### src/rtl/agc_gain_apply.sv
// agc_gain_apply: slews the applied AGC gain toward a registered target and scales I/Q samples with rounding and saturation
module agc_gain_apply #(
  parameter int          GAIN_FRAC     = 8,
  parameter int          MAX_STEP      = 64,
  parameter int          UPDATE_PERIOD = 16,
  parameter logic [23:0] GAIN_MAX      = 24'h00FFFF
) (
  input  logic               clk,
  input  logic               arst,
  input  logic signed [15:0] data_in_I,
  input  logic signed [15:0] data_in_Q,
  input  logic               data_in_valid,
  input  logic        [23:0] gain,
  input  logic               gain_valid,
  input  logic               hold,
  input  logic               sat_clr,
  output logic signed [15:0] data_out_I,
  output logic signed [15:0] data_out_Q,
  output logic               data_out_valid,
  output logic               sat_flag,
  output logic        [23:0] gain_applied,
  output logic        [15:0] sat_count
);
  localparam int                 CW       = UPDATE_PERIOD > 1 ? $clog2(UPDATE_PERIOD) : 1;
  localparam logic        [23:0] UNITY    = 24'(1) << GAIN_FRAC;
  localparam logic        [23:0] STEP     = 24'(MAX_STEP);
  localparam logic     [CW-1:0] CNT_LAST = CW'(UPDATE_PERIOD - 1);
  localparam logic signed [40:0] HALF     = 41'sd1 <<< (GAIN_FRAC - 1);
  localparam logic signed [40:0] SMAX     = 41'sd32767;
  localparam logic signed [40:0] SMIN     = -41'sd32768;
  logic        [23:0] target, applied, gain_clip, diff, applied_nxt;
  logic     [CW-1:0] cnt;
  logic               up, step;
  logic signed [15:0] s1_i, s1_q;
  logic        [23:0] s1_g;
  logic               s1_v, s2_v;
  logic signed [40:0] p_i, p_q, r_i, r_q;
  logic signed [15:0] y_i, y_q;
  logic               c_i, c_q;
  assign gain_applied = applied;
  always_comb begin
    gain_clip   = gain > GAIN_MAX ? GAIN_MAX : gain;
    up          = target >= applied;
    diff        = up ? target - applied : applied - target;
    applied_nxt = diff <= STEP ? target : up ? applied + STEP : applied - STEP;
    step        = data_in_valid && !hold && cnt == CNT_LAST;
    r_i         = (p_i + HALF) >>> GAIN_FRAC;
    r_q         = (p_q + HALF) >>> GAIN_FRAC;
    c_i         = r_i > SMAX || r_i < SMIN;
    c_q         = r_q > SMAX || r_q < SMIN;
    y_i         = r_i > SMAX ? 16'sh7FFF : r_i < SMIN ? 16'sh8000 : r_i[15:0];
    y_q         = r_q > SMAX ? 16'sh7FFF : r_q < SMIN ? 16'sh8000 : r_q[15:0];
  end
  // the sample register captures applied before any step on the same edge, so it uses the pre-step gain
  always_ff @(posedge clk) begin
    if (arst) begin
      target         <= UNITY;
      applied        <= UNITY;
      cnt            <= '0;
      s1_v           <= 1'b0;
      s2_v           <= 1'b0;
      data_out_I     <= '0;
      data_out_Q     <= '0;
      data_out_valid <= 1'b0;
      sat_flag       <= 1'b0;
      sat_count      <= '0;
    end else begin
      if (gain_valid) target <= gain_clip;
      if (data_in_valid && !hold) cnt <= step ? '0 : cnt + CW'(1);
      if (step) applied <= applied_nxt;
      s1_v <= data_in_valid;
      if (data_in_valid) begin
        s1_i <= data_in_I;
        s1_q <= data_in_Q;
        s1_g <= applied;
      end
      s2_v <= s1_v;
      if (s1_v) begin
        p_i <= s1_i * $signed({1'b0, s1_g});
        p_q <= s1_q * $signed({1'b0, s1_g});
      end
      data_out_valid <= s2_v;
      if (s2_v) begin
        data_out_I <= y_i;
        data_out_Q <= y_q;
        sat_flag   <= c_i || c_q;
      end
      sat_count <= sat_clr ? '0 : (s2_v && (c_i || c_q) && sat_count != 16'hFFFF) ? sat_count + 16'd1 : sat_count;
    end
  end
endmodule
### config.mk
export PLATFORM = sky130hd
export DESIGN_NAME = agc_gain_apply
export DESIGN_NICKNAME = d
export VERILOG_FILES = /design/src/rtl/agc_gain_apply.sv
export SDC_FILE = /design/constraint.sdc
export NUM_CORES = 2
export LEC_CHECK = 0
export BUFFER_PORTS_ARGS = -buffer_cell sky130_fd_sc_hd__buf_2
export CORE_MARGIN = 10
export CORE_UTILIZATION = 59
export CTS_CLUSTER_SIZE = 25
export DETAILED_ROUTE_END_ITERATION = 10
export PLACE_DENSITY_LB_ADDON = 0.2
export SLEW_MARGIN = 15
export SYNTH_ARGS = -nofsm -noshare
export SYNTH_HDL_FRONTEND = slang
export SYNTH_SLANG_ARGS = --single-unit
export TNS_END_PERCENT = 10
### constraint.sdc
create_clock -name clk -period 6.7 [get_ports clk]
set_input_delay 1.34 -clock clk [delete_from_list [all_inputs] [get_ports clk]]
set_output_delay 1.34 -clock clk [all_outputs]
set_load 0.01 [all_outputs]
==> impl_metrics.yaml <==
sta:
  setup_slack_ns: -0.0578
  hold_viol: 0
  clock_skew_ns: 0.0155
  rsz0062_at_grt: "true"
  worst_pin_slew_ns: 1.08
  period_share_pct: 101
  finalSetupViolations: 1
  maxSlewViolCount: 0
  min_period_ns: 6.76
  slew-limit-headroom_pct: 26.0
  fmax_ghz: 0.148
drt:
  routedWlPerCell_um: 17.8
  drtAntennaViolNets: 0
  drc: 0
  drt-vias-per-instance: 5.49
  drt-initial-drc-count: 1998
  drt-pass1-iter-count: 6
  totalWireLength_mm: 93.5
  vias: 28790
clock_network:
  cts_buffer_depth: 3
  cts_max_level: 1
  cts_buffers: 29
  hold_buffers: 0
  cts_root_buf: "clkbuf_16"
  path_clk_slew_ns: 0.07
  cts_num_sinks: 228
  insertion_delay_ns: 0.60
  cts_tree: "done"
final_layout:
  fin_cells: 5244
  num_antenna_cells: 0
  final_nets: 5395
  fillers: 4981
  stdcell_area_sq_um: 42100
  fin_util_pct: 68.0
  drive_above_1_share_pct: 13.7
  area_delta_synth_final_pct: 13.8
floorplan:
  fp.dieW_um: 271
  core_sq_um: 61900
  fp-row-count: 91
  dieArea_sq_um: 73200
  num_io_pins: 136
  die_height_um: 271
  start_util_pct: 59.8
outcome:
  status: "complete, but fails checks"
  violations: "negative setup slack"
logic_synthesis:
  syn_area_sq_um: 37000
  syn_nets: 5138
  syn_avg_cell_area_sq_um: 8.97
  synthTopCellsByArea: "fa_1, ha_1, edfxtp_1, inv_1, and2_1"
  synth_warnings: 0
  yosysSeqAreaShare_pct: 15.7
  synth_enable_flop_cells: 124
  synth_cells: 4128
  yosys_register_bits: 228
  async_reset_ff_share_pct: 0
  synth_top_area_share_pct: 33.0
  synth.distinct_cells: 92
  synth-main-ff-cell: "edfxtp_1"
  yosys.area.top_type: "fa_1"
pwr:
  p_leak_nw: 20.2
  p_int_mw: 10.7
  max-vdd-ir-drop_uv: 707
  power_density_nw_per_um2: 462
  combinationalPowerShare_pct: 78.0
  p_switching_mw: 8.72
  p_clk_share_pct: 8.2
  power_frac_seq_pct: 13.8
  switching_share_pct: 44.8
place:
  dpl.cell_count: 5155
  pre_cts_slack_ns: -0.218
  post_dp_cell_area_sq_um: 40300
  dpl.hpwl_mm: 73.4
  io_buffers: 135
  gp_congestion: 0.905
worst_setup_path:
  setup.worst_path.end_class: "register"
  cp-start-kind: "register"
  required_ns: 7.04
  path_max_fanout: 13
  criticalPathCategory: "register to register"
  cp_data_arrival_time_ns: 7.09
job:
  drv_cap: 0
grt:
  overflow: 0
  grt_pass1_vias: 29408
  grtUsageTotal_pct: 25.2
  antenna_found_initial: 5
  grt_max_degree: 55
  grt_pass1_wl_mm: 151
hold_path:
  hp-class: "register to register"
==> final timing paths <==
check | start | to | slack (ns) | cells past startpoint
max | s1_g[6] | p_i[39] | -0.06 | 27
min | sat_flag | sat_flag | 0.47 | 2
max reg2reg | s1_g[6] | p_i[39] | -0.06 | 27
min reg2reg | sat_flag | sat_flag | 0.47 | 2
==> placed cells by master, fill, tap and decap left out, drive strengths merged, types with 7 or more instances in the layout <==
cell type / n
nand2: 467
o21a: 16
o21bai: 8
ha: 337
nor2: 231
mux2i: 19
inv: 843
nor3b: 11
xor2: 53
nand2b: 45
nand4: 31
a21boi: 7
edfxtp: 124
o21ai: 92
or2: 7
nor2b: 29
clkinv: 9
o211ai: 9
nor3: 75
a21o: 22
o31a: 13
and4: 11
nor4: 12
a31oi: 12
and3: 21
and2: 335
a21oi: 105
nand3: 62
dfxtp: 104
fa: 611
o31ai: 11
a2111oi: 7
a211oi: 13
clkbuf: 42
o22ai: 20
buf: 414
xnor2: 94
==> worst max-delay path, stage by stage (launching register included) <==
cell and delay [ns]:
edfxtp_1 0.41, buf_12 0.17, and2_1 0.18, fa_1 0.53
inv_1 0.05, fa_1 0.53, inv_1 0.04, ha_1 0.17
inv_1 0.06, fa_1 0.44, fa_1 0.51, fa_1 0.50
inv_1 0.04, ha_1 0.29, a21o_1 0.19, a21o_1 0.19
a221oi_1 0.26, buf_4 0.18, nor3b_2 0.06, o31ai_2 0.22
buf_4 0.18, o311ai_2 0.11, o31a_1 0.28, a21oi_2 0.17
o21ai_2 0.09, o41a_1 0.35, buf_4 0.15, xor2_1 0.13
==> area by class of cell <==
class	instances	area [sq um]	share of cell area (%)
flip-flops and latches	228	5810	13.8
inverters	839	3150	7.48
repair buffers	419	3400	8.07
clock inverters	16	124	0.294
clock buffers	37	808	1.92
multi-input cells	2868	27800	66.0
well taps	837	1050	2.49
==> power by group through the flow <==
stage	combinational (mW)	clock (mW)	sequential [mW]
after floorplan	9.59	0	2.64
after global placement	13.3	0	2.70
after detailed placement	13.5	0	2.70
after CTS	13.8	1.62	2.68
after global routing	17.1	1.67	2.72
final	15.2	1.59	2.68
==> flip-flops by register name, indices dropped and copies added (netlist names), 16 cells and up <==
register	count
data_out_I	16
data_out_Q	16
p_i	34
s1_i	16
gain_applied	24
s1_q	16
target	24
s1_g	24
p_q	34
sat_count	16
==> kinds of logic (layout without fill, tap and decap cells) <==
group	count (synthesis)	after routing	synth area share, %
buffers and inverters	1032	1311	10.6
muxes	25	25	0.696
DFF	228	228	15.7
adders and majority gates	948	948	44.4
xor gates and xnor gates	147	147	3.48
and+or+nand+nor	1358	1358	18.1
AOI/OAI and AO/OA	390	390	7.02
==> synth_stat cells (5+ instances only) <==
cell type  number
inv_1         838
fa_1          611
nand2_1       465
ha_1          337
and2_1        334
nor2_1        230
clkbuf_1      170
edfxtp_1      124
a21oi_1       104
dfxtp_1       104
xnor2_1        94
o21ai_0        86
nor3_1         73
nand3_1        62
xor2_1         53
nand2b_1       45
nand4_1        30
nor2b_1        29
a21o_1         22
and3_1         21
o22ai_1        20
mux2i_1        19
o21a_1         16
o31a_1         13
a211oi_1       12
buf_2          12
a31oi_1        11
and4_1         11
nor4_1         10
nor3b_1         9
o211ai_1        9
o31ai_1         9
o21bai_1        8
a21boi_0        7
buf_1           6
mux2_2          6
or2_2           6
or3_1           6
a221oi_1        5
o21ai_1         5
==> per-layer routing <==
| metal | routed length, um | vias up | track usage, % |
|---|---|---|---|
| met3 | 6450 | 187 | 4.16 |
| met1 | 38300 | 14374 | 32.7 |
| li1 | - | 13326 | - |
| met2 | 45200 | 897 | 42.3 |
| met4 | 3500 | 6 | 8.34 |
| met5 | 41 | - | 0 |
==> what timing repair did <==
action | in CTS | in global routing
pin swaps | 2 | 95
buffers inserted | 2 | 32
hold endpoints to repair | 0 | 0
resized for setup | 17 | 117
endpoints found under the setup margin | 13 | 21
cloned | 0 | 4
==> metrics by stage <==
| stage | power [mW] | setup TNS, ns | hold slack (ns) |
|---|---|---|---|
| 6_report | 19.4 | -0.0578 | 0.472 |
| 5_1_grt | 21.5 | -2.18 | 0.511 |
| 4_1_cts | 18.1 | -0.262 | 0.470 |
| 3_5_place_dp | 16.2 | -1.55 | 0.459 |
| 3_3_place_gp | 16.0 | -0.545 | 0.457 |
| 2_1_floorplan | 12.2 | -0.0151 | 0.430 |
Note: power is estimated with default switching activity, not from simulation.
